==> src/rtl/signed_shift_pkg.sv <==
// Shared types for the sequential signed power-of-two divider.
package signed_shift_pkg;

    typedef enum logic [1:0] {
        IDLE = 2'd0,
        BUSY = 2'd1,
        DONE = 2'd2
    } state_t;

    typedef enum logic {
        MODE_ASR = 1'b0,
        MODE_DIV = 1'b1
    } mode_t;

endpackage

==> src/rtl/arithmetic_shift_step.sv <==
// One-bit arithmetic right shift that folds the shifted-out bit into a sticky flag.
module arithmetic_shift_step #(
    parameter int unsigned N = 8
) (
    input  logic [N-1:0] data,
    input  logic         sticky,
    output logic [N-1:0] shifted,
    output logic         sticky_out
);

    assign shifted    = {data[N-1], data[N-1:1]};
    assign sticky_out = sticky | data[0];

endmodule

==> src/rtl/seq_signed_pow2_divider.sv <==
// Bit-serial arithmetic right shift by a runtime amount, with optional
// truncate-toward-zero correction so the result equals signed division by 2^S.
module seq_signed_pow2_divider
    import signed_shift_pkg::*;
#(
    parameter int unsigned N  = 8,
    parameter int unsigned SW = $clog2(N + 1)
) (
    input  logic          clk,
    input  logic          rst,
    input  logic          up_valid,
    output logic          up_ready,
    input  logic [N-1:0]  up_data,
    input  logic [SW-1:0] up_shift,
    input  logic          up_mode,
    output logic          down_valid,
    input  logic          down_ready,
    output logic [N-1:0]  down_data,
    output logic          busy
);

    state_t        state, state_nx;
    mode_t         mode, mode_nx;
    logic [N-1:0]  work, work_nx;
    logic [SW-1:0] count, count_nx;
    logic          sticky, sticky_nx;
    logic [N-1:0]  result_nx;
    logic          load_result;
    logic [SW-1:0] shift_clamped;
    logic [N-1:0]  step_data;
    logic          step_sticky;

    assign shift_clamped = (up_shift > SW'(N)) ? SW'(N) : up_shift;

    arithmetic_shift_step #(.N(N)) u_step (
        .data       (work),
        .sticky     (sticky),
        .shifted    (step_data),
        .sticky_out (step_sticky)
    );

    // Next-state and datapath decode
    always_comb begin
        state_nx  = state;
        mode_nx   = mode;
        work_nx   = work;
        count_nx  = count;
        sticky_nx = sticky;
        case (state)
            IDLE: begin
                if (up_valid) begin
                    work_nx   = up_data;
                    count_nx  = shift_clamped;
                    mode_nx   = mode_t'(up_mode);
                    sticky_nx = 1'b0;
                    state_nx  = (shift_clamped == SW'(0)) ? DONE : BUSY;
                end
            end
            BUSY: begin
                work_nx   = step_data;
                sticky_nx = step_sticky;
                count_nx  = count - SW'(1);
                if (count == SW'(1)) begin
                    state_nx = DONE;
                end
            end
            DONE: begin
                if (down_ready) begin
                    state_nx = IDLE;
                end
            end
            default: state_nx = IDLE;
        endcase
        // Negative results that lost set bits are floored; bump them back toward zero.
        load_result = (state_nx == DONE) && (state != DONE);
        result_nx   = work_nx + N'((mode_nx == MODE_DIV) & work_nx[N-1] & sticky_nx);
    end

    always_ff @(posedge clk) begin
        if (rst) begin
            state     <= IDLE;
            mode      <= MODE_ASR;
            work      <= '0;
            count     <= '0;
            sticky    <= 1'b0;
            down_data <= '0;
        end else begin
            state  <= state_nx;
            mode   <= mode_nx;
            work   <= work_nx;
            count  <= count_nx;
            sticky <= sticky_nx;
            if (load_result) begin
                down_data <= result_nx;
            end
        end
    end

    assign up_ready   = (state == IDLE);
    assign down_valid = (state == DONE);
    assign busy       = (state == BUSY) || (state == DONE);

endmodule

==> config.mk <==
export PLATFORM = sky130hd
export DESIGN_NAME = seq_signed_pow2_divider
export DESIGN_NICKNAME = d
export VERILOG_FILES = /design/src/rtl/signed_shift_pkg.sv /design/src/rtl/arithmetic_shift_step.sv /design/src/rtl/seq_signed_pow2_divider.sv
export SDC_FILE = /design/constraint.sdc
export NUM_CORES = 1
export LEC_CHECK = 0
export ABC_CLOCK_PERIOD_IN_PS = 5700
export BUFFER_PORTS_ARGS = -buffer_cell sky130_fd_sc_hd__buf_4
export CAP_MARGIN = 5
export CORE_MARGIN = 5
export CORE_UTILIZATION = 58
export CTS_CLUSTER_SIZE = 14
export DETAILED_ROUTE_END_ITERATION = 10
export PLACE_DENSITY = 0.9
export SLEW_MARGIN = 25
export SYNTH_ARGS = -nofsm -noshare
export SYNTH_HDL_FRONTEND = slang
export SYNTH_HIERARCHICAL = 1
export SYNTH_SLANG_ARGS = --single-unit
==> constraint.sdc <==
create_clock -name clk -period 5.7 [get_ports clk]
set_clock_uncertainty 0.1 [all_clocks]
set_input_delay 0.855 -clock clk [delete_from_list [all_inputs] [get_ports clk]]
set_output_delay 0.855 -clock clk [all_outputs]
set_load 0.05 [all_outputs]
# Word level (Yosys, flattened, before mapping)

Cells that the tools add are included.

Word-level logic and storage cells: 38
Flip-flop bits (word level): 24
Output and inout bits: 11
Input bits: 17

Reductions and logical operators: 6
Add/sub/neg operators: 2
Bitwise gates (word level): 3
Equality and inequality tests: 6
Multiplexer cells: 14
Order comparisons: 1

Operator list:

| kind                | count |
|---|---|
| $pmux 8 s2          | 1 |
| $add 8x1->8         | 1 |
| $mux 2              | 4 |
| $mux 4              | 2 |
| $mux 8              | 1 |
| $pmux 4 s2          | 1 |
| $pmux 2 s3          | 1 |
| $eq 2x2->1 const B  | 2 |
| $eq 4x1->1 const B  | 1 |
| $gt 4x4->1 const B  | 1 |
| $logic_not 4->1     | 1 |
| $ne 2x2->1 const B  | 2 |
| $sub 4x1->4 const B | 1 |
| $mux 1              | 3 |
| $and 1x1->1         | 2 |
| $eq 2x1->1 const B  | 1 |
| $logic_not 2->1     | 1 |
| $pmux 1 s2          | 1 |
| $reduce_and 2->1    | 1 |
| $reduce_bool 2->1   | 1 |
| $logic_and 1x1->1   | 1 |
| $logic_or 1x1->1    | 1 |
| $or 1x1->1          | 1 |

# Longest topological paths before layout

Gate-level depths: netlist of run 1.

Word-level depth: 8
Gate-level depth with buffers: 12
Depth with buffers taken out: 12

# Modules after synthesis

The synthesis of run 1 kept the hierarchy.

Modules (own cells, without submodules):

| module                  | seq. area each (µm²) | area each (µm²) | instances | cells an instance |
|---|---|---|---|---|
| seq_signed_pow2_divider | 480.5                | 1395.1          | 1         | 152 |
| arithmetic_shift_step   | 0.0                  | 66.3            | 1         | 9 |

# Worst setup path before layout of run 1

OpenSTA, ideal clock, no wires.

Kind: reg-to-reg
Start point: register state[0]
End point: register down_data[7]
Setup time: 122 ps
Stages on the path, launching flop included: 12
Slack: 2315 ps
Path buffers: 1
Clock period less this slack: 3385 ps
Data required time: 5478 ps
Arrival: 3163 ps
Cells stage by stage: dfxtp_1 > inv_1 > ha_1 > buf_1 > mux2i_1 > a22oi_1 > nor3_1 > ha_1 > nand3_1 > nor3_1 > a2111oi_0 > a311o_1

Cells in the longest elaborated chain, start to end: 5
Elaborated cells on any way between the ends: 16
Classes of those cells: 1 x add/sub; 4 x eq/ne; 7 x mux; 2 x bitwise; 2 x reduce/logical

RTL lines:

| what                                        | line                          | source |
|---|---|---|
| start, declared                             | seq_signed_pow2_divider.sv:22 | `state_t state, state_nx;` |
| start signal, assigned                      | seq_signed_pow2_divider.sv:88 | `state <= state_nx;` |
| $logic_not 2->1 (*)                         | --                            |  |
| named net up_ready                          | seq_signed_pow2_divider.sv:12 | `output logic up_ready,` |
| $pmux 8 s2 / $mux 1 (equally long branches) | seq_signed_pow2_divider.sv:49 | `case (state)` |
| $and 1x1->1 (2 in series)                   | seq_signed_pow2_divider.sv:76 | `result_nx = work_nx + N'((mode_nx == MODE_DIV) & work_nx[N-1] & sticky_nx);` |
| $add 8x1->8                                 | seq_signed_pow2_divider.sv:76 |  |
| end signal, assigned                        | seq_signed_pow2_divider.sv:94 | `down_data <= result_nx;` |
| end, declared                               | seq_signed_pow2_divider.sv:18 | `output logic [N-1:0] down_data,` |

Mark *: on every way through the listed nets, which the timed path passes. The rest lies on a longest branch.
A chain may end at the register's enable or synchronous reset.

# Final worst setup path of run 1

Start point: register state[0]
End point: register down_data[7]

Cells in the longest elaborated chain, start to end: 5
Elaborated cells on any way between the ends: 16
Classes of those cells: 1 x add/sub; 4 x eq/ne; 7 x mux; 2 x bitwise; 2 x reduce/logical

RTL lines:

| what                                                 | line |
|---|---|
| $eq 2x1->1 / $logic_not 2->1 (equally long branches) | seq_signed_pow2_divider.sv:49 |
| $pmux 8 s2 / $mux 1 (equally long branches)          | seq_signed_pow2_divider.sv:49 |
| $and 1x1->1 (2 in series)                            | seq_signed_pow2_divider.sv:76 |
| $add 8x1->8                                          | seq_signed_pow2_divider.sv:76 |

Several ways; a longest one is shown, not always the timed one.

==> impl_results.md, run 1 <==
* Status: complete, no violations
* DP Wirelength at about 2300 um
* Post-layout util at ~67%
* Mapped Cells at about 160
* Pleak at roughly 0.73 nW
* Detail Route Antenna Nets at 0
* Avg Cell Area, Syn at 9.08 um^2
* Async set-or-reset flop fraction in the synthesized netlist at 0%
* Clock Sinks at 24
* WP data required at 5.81 ns
* Crit Path Max Fanout at 15
* Post-place setup slack at approximately 2.3 ns
* Data arrival, critical path at about 3.6 ns
* Initial Util at 60.1%
* Post-Synthesis Net Count at approximately 190
* Mapped Area at around 0.0015 mm^2
* Crit path cell chain: inv_1 > ha_1 > mux2i_1 > a22oi_1 > nor3_1 > ha_1 > nand3_1 > nor3_1 > a2111oi_0 > a311o_1
* Crit. End Element: flip-flop
* Vias per inst at around 5.7
* Max-slew headroom at between 50% and 60%
* Most common cell in the netlist: dfxtp_1
* Max Buffers Root-to-Sink at 2
* DR top layer: met4
* Number of synthesized flops with an enable pin at 0
* Post-CTS Setup Bufs at 0
* GR Overflow Total at 0
* First-pass GRT wire length at 4950 um
* Largest net degree at the start of global routing at 29
* Port-buffer cells at 27
* Commonest cells in the netlist: dfxtp_1, nor2_1, a21oi_1
* Flip-flop and latch count after synthesis at 24
* PD cells at 245 mW/mm^2
* CTS Buf Count at 3
* Post-Layout Cell Count at between 200 and 250
* DIE HEIGHT at 60.2 um
* Post-cts gate resize count at 0
* Clock insertion delay at the later pin of the skew report at a little over 0.3 ns
* Vias in the first global route at between 1,000 and 1,500
* CTS tree: yes
* Max IR drop VDD at 0.193 mV
* Antenna violations before repair at 0
* DR WL met3 at around 160 um
* Synth Flop Type: dfxtp_1
* Share of post-route cells with drive strength above 1 at between 20 and 25%
* Final worst slack at roughly 2.2 ns
* Area grow syn2layout at 11.5%
* Vias after detailed routing at roughly 1,200
* CTS H-tree depth at 1
* Pins Over Slew Limit at 0
* Synth area leaders: dfxtp_1, ha_1, mux2_2
* Die Wd at between 60 and 70 um
* Nets@finish at 202
* Root Buffer: clkbuf_4
* Post-cts hold buffer count at 0
* Worst setup path class: reg -> reg
* Inserted Diodes at 0
* Synth top area share at approximately 33%
* WL per Instance at ~15 um
* DRC violations left at 0
* RSZ-0062 raised after global routing: false
* Ports at 28
* All-Layer GR Usage at 18.0%
* Met2 wire length at 1390 um
* Hold crit path type: reg -> reg
* Die area at 0.00362 mm^2
* Max capacitance violation total at 0
* Cell row count at 18
* Critical path buffers and inverters at 1
* Post-synthesis sequential area ratio at 32.9%
* Reg clk slew, reported paths at 0.13 ns
* Fin Setup TNS at 0 ns
* Number of fill cells in the layout at 210
* Core area at roughly 0.0024 mm^2
* Startpoint class of the critical path: flip-flop
* Slowest stage cell, crit path: mux2i_1
* Synth Warn # at 6
* DRT iter0 DRCs at 32
* Largest stage delay, worst path at 0.69 ns
* Placed cells at slightly above 200
* Placer Congestion at slightly above 0.8
* Total Routed Length at around 3000 um
* Pin slew with the least headroom to its limit at between 0.7 and 0.8 ns
* Max Freq at around 290 MHz
* Cell taking the most area after synthesis: dfxtp_1
* Final Setup Violations at 0
* Top Family by Delay on Critical Path: compound AO/OA/AOI/OAI gates
* Min Clock Period, post-route at around 3.5 ns
* Crit share post-route at ~61%
* Final hold vios at 0
* Post-synthesis cell type count at 40
* WL met1 at 1390 um
* DR pass1 iterations at 4
-- cells in the final DEF, fill, tap and decap left out, types with 3 or more instances in the layout --
master / n
o31ai_1: 3
nand2_1: 3
a22o_1: 4
a21oi_1: 11
inv_1: 6
and2_1: 3
nor3_1: 5
buf_4: 27
nand2b_1: 3
nor3b_1: 3
nor2b_1: 6
o21ai_0: 3
mux2i_1: 7
xor2_1: 5
nand3b_1: 3
clkbuf_4: 3
nor2_1: 18
ha_1: 8
dfxtp_1: 24
mux2_2: 8
-- worst min-delay path, cell delays in order, from the launching register on --
cell     delay [ns]
dfxtp_1        0.34
o21ai_0        0.07
a21oi_1        0.06
-- cells by family (layout without fill, tap and decap cells) --
| group | after synthesis | after routing | synth area share (%) |
|---|---|---|---|
| multiplexers | 15 | 15 | 11.0 |
| adder cells (fa/ha/maj) | 8 | 8 | 6.85 |
| buffers and inverters | 22 | 37 | 8.99 |
| XOR/XNOR | 5 | 5 | 3.00 |
| AND/OR/NAND/NOR | 53 | 53 | 20.8 |
| flip-flops | 24 | 24 | 32.9 |
| AO/OA/AOI/OAI | 34 | 34 | 16.5 |
-- area by class of cell --
cell class | count | area (um^2) | area share (%)
Multi-Input combinational cell | 115 | 850 | 52.2
Sequential cell | 24 | 480 | 29.5
Timing Repair Buffer | 27 | 203 | 12.4
Tap cell | 30 | 37.5 | 2.30
Clock buffer | 4 | 36.3 | 2.23
Inverter | 6 | 22.5 | 1.38
-- path summary, 6_finish.rpt --
check                               from  slack, ns  depth (start not counted)            to
worst min-delay path            count[3]       0.40                          2      count[3]
worst max register to register  state[0]       2.25                         10  down_data[7]
worst max-delay path            state[0]       2.25                         10  down_data[7]
worst min register to register  count[3]       0.40                          2      count[3]
-- power by group --
| group | leakage [nW] | switching [mW] | internal (mW) | total [mW] |
|---|---|---|---|---|
| Sequential | 0.196 | 0.0108 | 0.180 | 0.191 |
| Combinational | 0.514 | 0.0701 | 0.0493 | 0.119 |
| Clock | 0.0210 | 0.0496 | 0.0390 | 0.0886 |
-- registers in the layout, indices dropped and copies added (netlist names) --
register   count
mode           1
down_data      8
sticky         1
state          2
count          4
work           8
-- metal layers --
| layer | GRT usage, % | up-vias |
|---|---|---|
| met5 | 0 | - |
| li1 | - | 593 |
| met4 | 6.33 | 0 |
| met1 | 23.1 | 545 |
| met2 | 29.5 | 35 |
| met3 | 3.89 | 10 |
-- metrics by stage --
stage	hold slack [ns]	power, mW	instance area (um^2)
floorplan	0.359	0.290	1460
global placement	0.375	0.308	1590
detailed placement	0.379	0.313	1590
CTS	0.399	0.401	1630
global route	0.441	0.424	1630
finish	0.398	0.399	1630
Power figures use the tool's default switching activity.
==> run 2, diff against run 1 <==
--- a/config.mk
+++ b/config.mk
@@ -5,14 +5,14 @@
 export SDC_FILE = /design/constraint.sdc
 export NUM_CORES = 1
 export LEC_CHECK = 0
-export ABC_CLOCK_PERIOD_IN_PS = 5700
+export ABC_CLOCK_PERIOD_IN_PS = 2800
 export BUFFER_PORTS_ARGS = -buffer_cell sky130_fd_sc_hd__buf_4
 export CAP_MARGIN = 5
 export CORE_MARGIN = 5
-export CORE_UTILIZATION = 58
+export CORE_UTILIZATION = 49
 export CTS_CLUSTER_SIZE = 14
 export DETAILED_ROUTE_END_ITERATION = 10
-export PLACE_DENSITY = 0.9
+export PLACE_DENSITY = 0.82
 export SLEW_MARGIN = 25
 export SYNTH_ARGS = -nofsm -noshare
 export SYNTH_HDL_FRONTEND = slang
==> constraint.sdc (replaced) <==
create_clock -name clk -period 2.8 [get_ports clk]
set_clock_uncertainty 0.1 [all_clocks]
set_input_delay 0.42 -clock clk [delete_from_list [all_inputs] [get_ports clk]]
set_output_delay 0.42 -clock clk [all_outputs]
set_load 0.05 [all_outputs]
==> run 2 against run 1 <==
  * Count of clock-buffer cells in the layout unchanged
  * Worst hold slack worse by 0.086 ns
  * Combinational power up 130%
  * Sequential cell count unchanged
  * Worst setup slack worse by 2.0 ns
  * Wire length up 12%
  * Cell count up 3.4%
  * Final area up 5.0%
  * Largest power group unchanged
==> impl_results.md, run 2 (synthesis gave the netlist of run 1 again) <==
* DP Wirelength at between 2000 and 3000 um
* WL met1 at ~1400 um
* CTS H-tree depth at 1
* Vias per inst at a little under 6
* Crit share post-route at between 90% and 100%
* Most frequent cells in the layout: buf_4, dfxtp_1, nor2_1
* Die Wd at between 60 and 70 um
* DR pass1 iterations at 4
* DIE HEIGHT at approximately 65 um
* Placed cells at 209
* Worst reg2reg path startpoint: state[0]
* Inserted Diodes at 0
* RSZ-0062 raised after global routing: false
* Post-Layout Cell Count at around 210
* Critical path buffers and inverters at 1
* CTS tree: yes
* Port-buffer cells at 27
* Max capacitance violation total at 0
* Setup crit start: state[0]
* Largest net degree at the start of global routing at 29
* WL per Instance at 15.7 um
* Clock insertion delay at the later pin of the skew report at slightly above 0.3 ns
* Slowest stage cell, crit path: dfxtp_2
* Startpoint class of the critical path: flip-flop
* Worst setup path class: reg -> reg
* DR top layer: met4
* Total Routed Length at between 3000 and 4000 um
* Share of post-route cells with drive strength above 1 at about 30%
* DR WL met3 at ~220 um
* Hold Path Origin: up_mode
* Hold crit path type: in -> reg
* WP data required at slightly below 3 ns
* Max Freq at about 390 MHz
* Max IR drop VDD at 0.307 mV
* Commonest non-fill, non-tap cell in the layout: buf_4
* Cell row count at 19
* Root Buffer: clkbuf_4
* DRC violations left at 0
* Final hold vios at 0
* GR Overflow Total at 0
* Post-CTS Setup Bufs at 0
* Met2 wire length at 1650 um
* Max Buffers Root-to-Sink at 2
* Area grow syn2layout at 17.0%
* Top Family by Delay on Critical Path: compound AO/OA/AOI/OAI gates
* CTS Buf Count at 3
* Placer Congestion at roughly 0.84
* Antenna violations before repair at 0
* Die area at roughly 0.0042 mm^2
* Status: complete, no violations
* Vias in the first global route at 1,263
* Min Clock Period, post-route at around 2.6 ns
* Detail Route Antenna Nets at 0
* Pins Over Slew Limit at 0
* Max-slew headroom at a little over two thirds
* Fin Setup TNS at 0 ns
* Data arrival, critical path at between 2 and 3 ns
* Initial Util at 52.1%
* Largest stage delay, worst path at between 0.3 and 0.4 ns
* Crit Path Max Fanout at 15
* Pin slew with the least headroom to its limit at about 0.45 ns
* Vias after detailed routing at between 1,000 and 1,500
* Core area at roughly 0.0028 mm^2
* Pleak at between 0.7 and 0.8 nW
* Crit. End Element: flip-flop
* All-Layer GR Usage at 16.7%
* Nets@finish at 208
* Hold slack at 0.312 ns
* Clock Sinks at 24
* Crit path cell chain: inv_1 > ha_4 > mux2i_4 > a22oi_1 > nor3_1 > ha_1 > nand3_1 > nor3_2 > a2111oi_0 > a311o_1
* Largest registers: down_data x8, work x8, count x4
* DRT iter0 DRCs at 75
* Ports at 28
* PD cells at around 500 mW/mm^2
* First-pass GRT wire length at about 5600 um
* Final Setup Violations at 0
* Reg clk slew, reported paths at between 0.1 and 0.15 ns
==> run 2: cell count changes in the layout (fill, tap and decap cells not counted) <==
cell	change
dfxtp_2	+2
buf_4	+6
mux2i_4	+1
mux2i_1	-1
ha_4	+1
nor3_2	+1
nor3_1	-1
dfxtp_1	-2
ha_2	+1
ha_1	-2
==> run 2: layout make-up <==
class | instances | area [um^2]
Multi-Input combinational cell | 115 | 882
Sequential cell | 24 | 483
Tap cell | 31 | 38.8
Fill cell | 247 | 1090
Inverter | 6 | 22.5
Timing Repair Buffer | 33 | 248
Clock buffer | 4 | 36.3
==> run 2: layer usage <==
metal / vias up / track usage, %
met1: 591 / 19.7
met4: 0 / 6.86
met2: 40 / 30.2
met5: - / 0
met3: 6 / 2.76
li1: 606 / -
==> run 2: worst reg2reg max path, stage by stage, from the launching register on <==
cell       delay, ns
dfxtp_2         0.37
inv_1           0.14
ha_4            0.28
mux2i_4         0.27
a22oi_1         0.11
nor3_1          0.15
ha_1            0.21
nand3_1         0.14
nor3_2          0.24
a2111oi_0       0.15
a311o_1         0.32
==> run 2: path summary, 6_finish.rpt <==
kind / end / slack [ns] / depth (start not counted)
setup reg to reg: down_data[7] / 0.24 / 10
hold reg to reg: down_data[2] / 0.42 / 2
setup / recovery: down_data[7] / 0.24 / 10
hold / removal: mode / 0.31 / 3
==> run 2: stage by stage <==
stage | utilization [%] | worst slack (ns) | cell area [um^2] | power [mW]
finish | 61.0 | 0.240 | 1710 | 0.848
global route | 61.0 | 0.0159 | 1710 | 0.899
CTS | 60.8 | 0.0730 | 1710 | 0.849
detailed placement | 59.5 | 0.113 | 1670 | 0.670
global placement | 59.5 | 0.277 | 1670 | 0.658
floorplan | - | 0.0502 | 1490 | 0.606
==> run 2: timing repair <==
item                                    in CTS  in global routing
endpoints found under the setup margin       0                  2
hold buffers                                 0                  0
hold endpoints to repair                     0                  0
resized for setup                            0                  3
==> run 2: where the power goes <==
part	switching [mW]	internal (mW)	leakage (nW)
combinational	0.154	0.122	0.541
sequential	0.0216	0.368	0.197
clock	0.103	0.0794	0.0210
==> run 3, diff against run 2 <==
--- a/config.mk
+++ b/config.mk
@@ -5,14 +5,14 @@
 export SDC_FILE = /design/constraint.sdc
 export NUM_CORES = 1
 export LEC_CHECK = 0
-export ABC_CLOCK_PERIOD_IN_PS = 2800
+export ABC_CLOCK_PERIOD_IN_PS = 2890
 export BUFFER_PORTS_ARGS = -buffer_cell sky130_fd_sc_hd__buf_4
 export CAP_MARGIN = 5
 export CORE_MARGIN = 5
-export CORE_UTILIZATION = 49
+export CORE_UTILIZATION = 54
 export CTS_CLUSTER_SIZE = 14
 export DETAILED_ROUTE_END_ITERATION = 10
-export PLACE_DENSITY = 0.82
+export PLACE_DENSITY = 0.85
 export SLEW_MARGIN = 25
 export SYNTH_ARGS = -nofsm -noshare
 export SYNTH_HDL_FRONTEND = slang
==> constraint.sdc (replaced) <==
create_clock -name clk -period 2.89 [get_ports clk]
set_clock_uncertainty 0.1 [all_clocks]
set_input_delay 0.4335 -clock clk [delete_from_list [all_inputs] [get_ports clk]]
set_output_delay 0.4335 -clock clk [all_outputs]
set_load 0.05 [all_outputs]
==> run 3 against run 2 <==
  * Sequential power down 3%
  * Final area is 1.5% lower
  * Register-to-register slack worse by 0.06 ns
  * Worst setup slack got worse by 0.064 ns
  * Via count grew 2.7%
  * Fmax shrank 5.7%
  * Critical path depth fell by 2
  * Sequential cell count unchanged
  * Non-clock buffer count fell by 2
  * Combinational power down 6%
  * Worst hold slack got worse by 0.043 ns
  * Critical endpoint unchanged
==> impl_results.md, run 3 (synthesis gave the netlist of run 1 again) <==
* Max capacitance violation total at 0
* Post-cts gate resize count at 0
* Max-slew headroom at between 70% and 80%
* WL per Instance at between 15 and 20 um
* DIE HEIGHT at 62.0 um
* Port-buffer cells at 27
* Most frequent cells in the layout: buf_4, dfxtp_1, nor2_1
* Antenna violations before repair at 0
* Total Routed Length at about 3300 um
* Inserted Diodes at 0
* Worst setup path class: reg -> reg
* DRC violations left at 0
* WHS Endpoint: mode
* Die area at 0.00385 mm^2
* Cell row count at 18
* DR pass1 iterations at 4
* Pin slew with the least headroom to its limit at between 0.3 and 0.4 ns
* Largest stage delay, worst path at a little over 0.6 ns
* Crit. End Element: flip-flop
* Post-CTS Setup Bufs at 0
* Hold depth at 3
* Startpoint class of the critical path: flip-flop
* DP Wirelength at ~2400 um
* Crit share post-route at between 90% and 100%
* Slowest stage cell, crit path: or4_4
* Clock Sinks at 24
* All-Layer GR Usage at between 10% and 20%
* Max IR drop VDD at between 0.3 and 0.4 mV
* Share of post-route cells with drive strength above 1 at a little over a quarter
* WP data required at just over 3 ns
* Initial Util at between 50 and 60%
* Final Setup Violations at 0
* Sequential Area at about 480 um^2
* Ports at 28
* Post-cts hold buffer count at 0
* Worst path depth at 8
* Min Clock Period, post-route at between 2 and 3 ns
* First-pass GRT wire length at approximately 5500 um
* Largest registers: down_data x8, work x8, count x4
* FF-to-FF setup slack at 0.18 ns
* Total Power at about 800 uW
* CTS Buf Count at 3
* Root Buffer: clkbuf_4
* Max Buffers Root-to-Sink at 2
* Fin Setup TNS at 0 ns
* Critical path buffers and inverters at 1
* Area of the multi-input gates at about 870 um^2
* Post-place setup slack at between 0.2 and 0.25 ns
* Die Wd at between 60 and 70 um
* Largest net degree at the start of global routing at 29
* CTS tree: yes
* Placer Congestion at around 0.79
* Pins Over Slew Limit at 0
* Hold Path Origin: up_mode
* Top Family by Delay on Critical Path: simple AND/OR/NAND/NOR gates
* Status: complete, no violations
* GR Overflow Total at 0
* Hold crit path type: in -> reg
* Vias per inst at just over 6
* Clock insertion delay at the later pin of the skew report at 0.32 ns
* Vias in the first global route at roughly 1,200
* Max Freq at 369 MHz
* Pleak at between 0.7 and 0.8 nW
* Final hold vios at 0
* Crit Path Max Fanout at 12
* R2r endpoint: down_data[7]
* Crit path cell chain: inv_1 > ha_1 > nand2b_1 > or2_1 > a31o_1 > or4_4 > and3b_1 > a311o_1
* PD cells at between 400 and 500 mW/mm^2
* Data arrival, critical path at roughly 2.8 ns
* Nets@finish at between 200 and 250
* Detail Route Antenna Nets at 0
* Final worst slack at 0.177 ns
* CTS H-tree depth at 1
* Area grow syn2layout at 15.2%
* Commonest non-fill, non-tap cell in the layout: buf_4
* Core area at roughly 0.0025 mm^2
* Worst reg2reg path depth at 8
* Number of fill cells in the layout at between 200 and 250
* DRT iter0 DRCs at slightly below 50
* Hold slack at roughly 0.27 ns
* Reg clk slew, reported paths at between 0.1 and 0.15 ns
* Worst reg2reg path startpoint: state[1]
* Vias after detailed routing at around 1,300
* RSZ-0062 raised after global routing: false
## run 3: cell types whose count changed in the layout (fill, tap and decap cells not counted)
| cell | change |
|---|---|
| dfxtp_1 | +2 |
| dfxtp_2 | -2 |
| nor3_2 | -1 |
| ha_1 | +1 |
| buf_4 | -2 |
| nor3_1 | +1 |
| ha_2 | -1 |
## run 3: through the flow
stage                     cells  utilization [%]  area, um^2
after global routing        210             66.8        1680
final                       210             66.8        1680
after CTS                   210             66.8        1680
after global placement      206             65.3        1650
after detailed placement    206             65.3        1650
after floorplan             161                -        1490
## run 3: worst max-delay path by stage
stage	start	end	slack (ns)
after floorplan	state[0]	down_data[7]	0.06
after global placement	state[1]	down_data[7]	0.31
after detailed placement	state[1]	down_data[7]	0.22
after CTS	state[1]	down_data[7]	0.19
after global routing	state[1]	down_data[6]	0.02
final	state[1]	down_data[7]	0.18
## run 3: area by class of cell
| class | instances | share of cell area, % |
|---|---|---|
| well taps | 30 | 2.23 |
| multi-input cells | 115 | 51.9 |
| repair buffers | 31 | 13.8 |
| clock buffers | 4 | 2.15 |
| flip-flops and latches | 24 | 28.5 |
| inverters | 6 | 1.34 |
## run 3: power by group
group	leakage [nW]	switching (mW)	total [mW]	internal [mW]
combinational	0.534	0.148	0.260	0.112
clock	0.0210	0.103	0.180	0.0771
sequential	0.196	0.0226	0.379	0.356
total	0.751	0.274	0.819	0.545
## run 3: metal layers
metal | up-vias | track usage [%] | wire length [um]
met1 | 597 | 23.4 | 1400
met5 | - | 0 | 0
met4 | 0 | 10.6 | 87
met2 | 62 | 31.8 | 1560
li1 | 607 | - | -
met3 | 10 | 3.93 | 277
## run 3: worst min-delay path, stage by stage
cell and delay, ns:
buf_4 0.07, mux2i_1 0.07, nor2_1 0.08
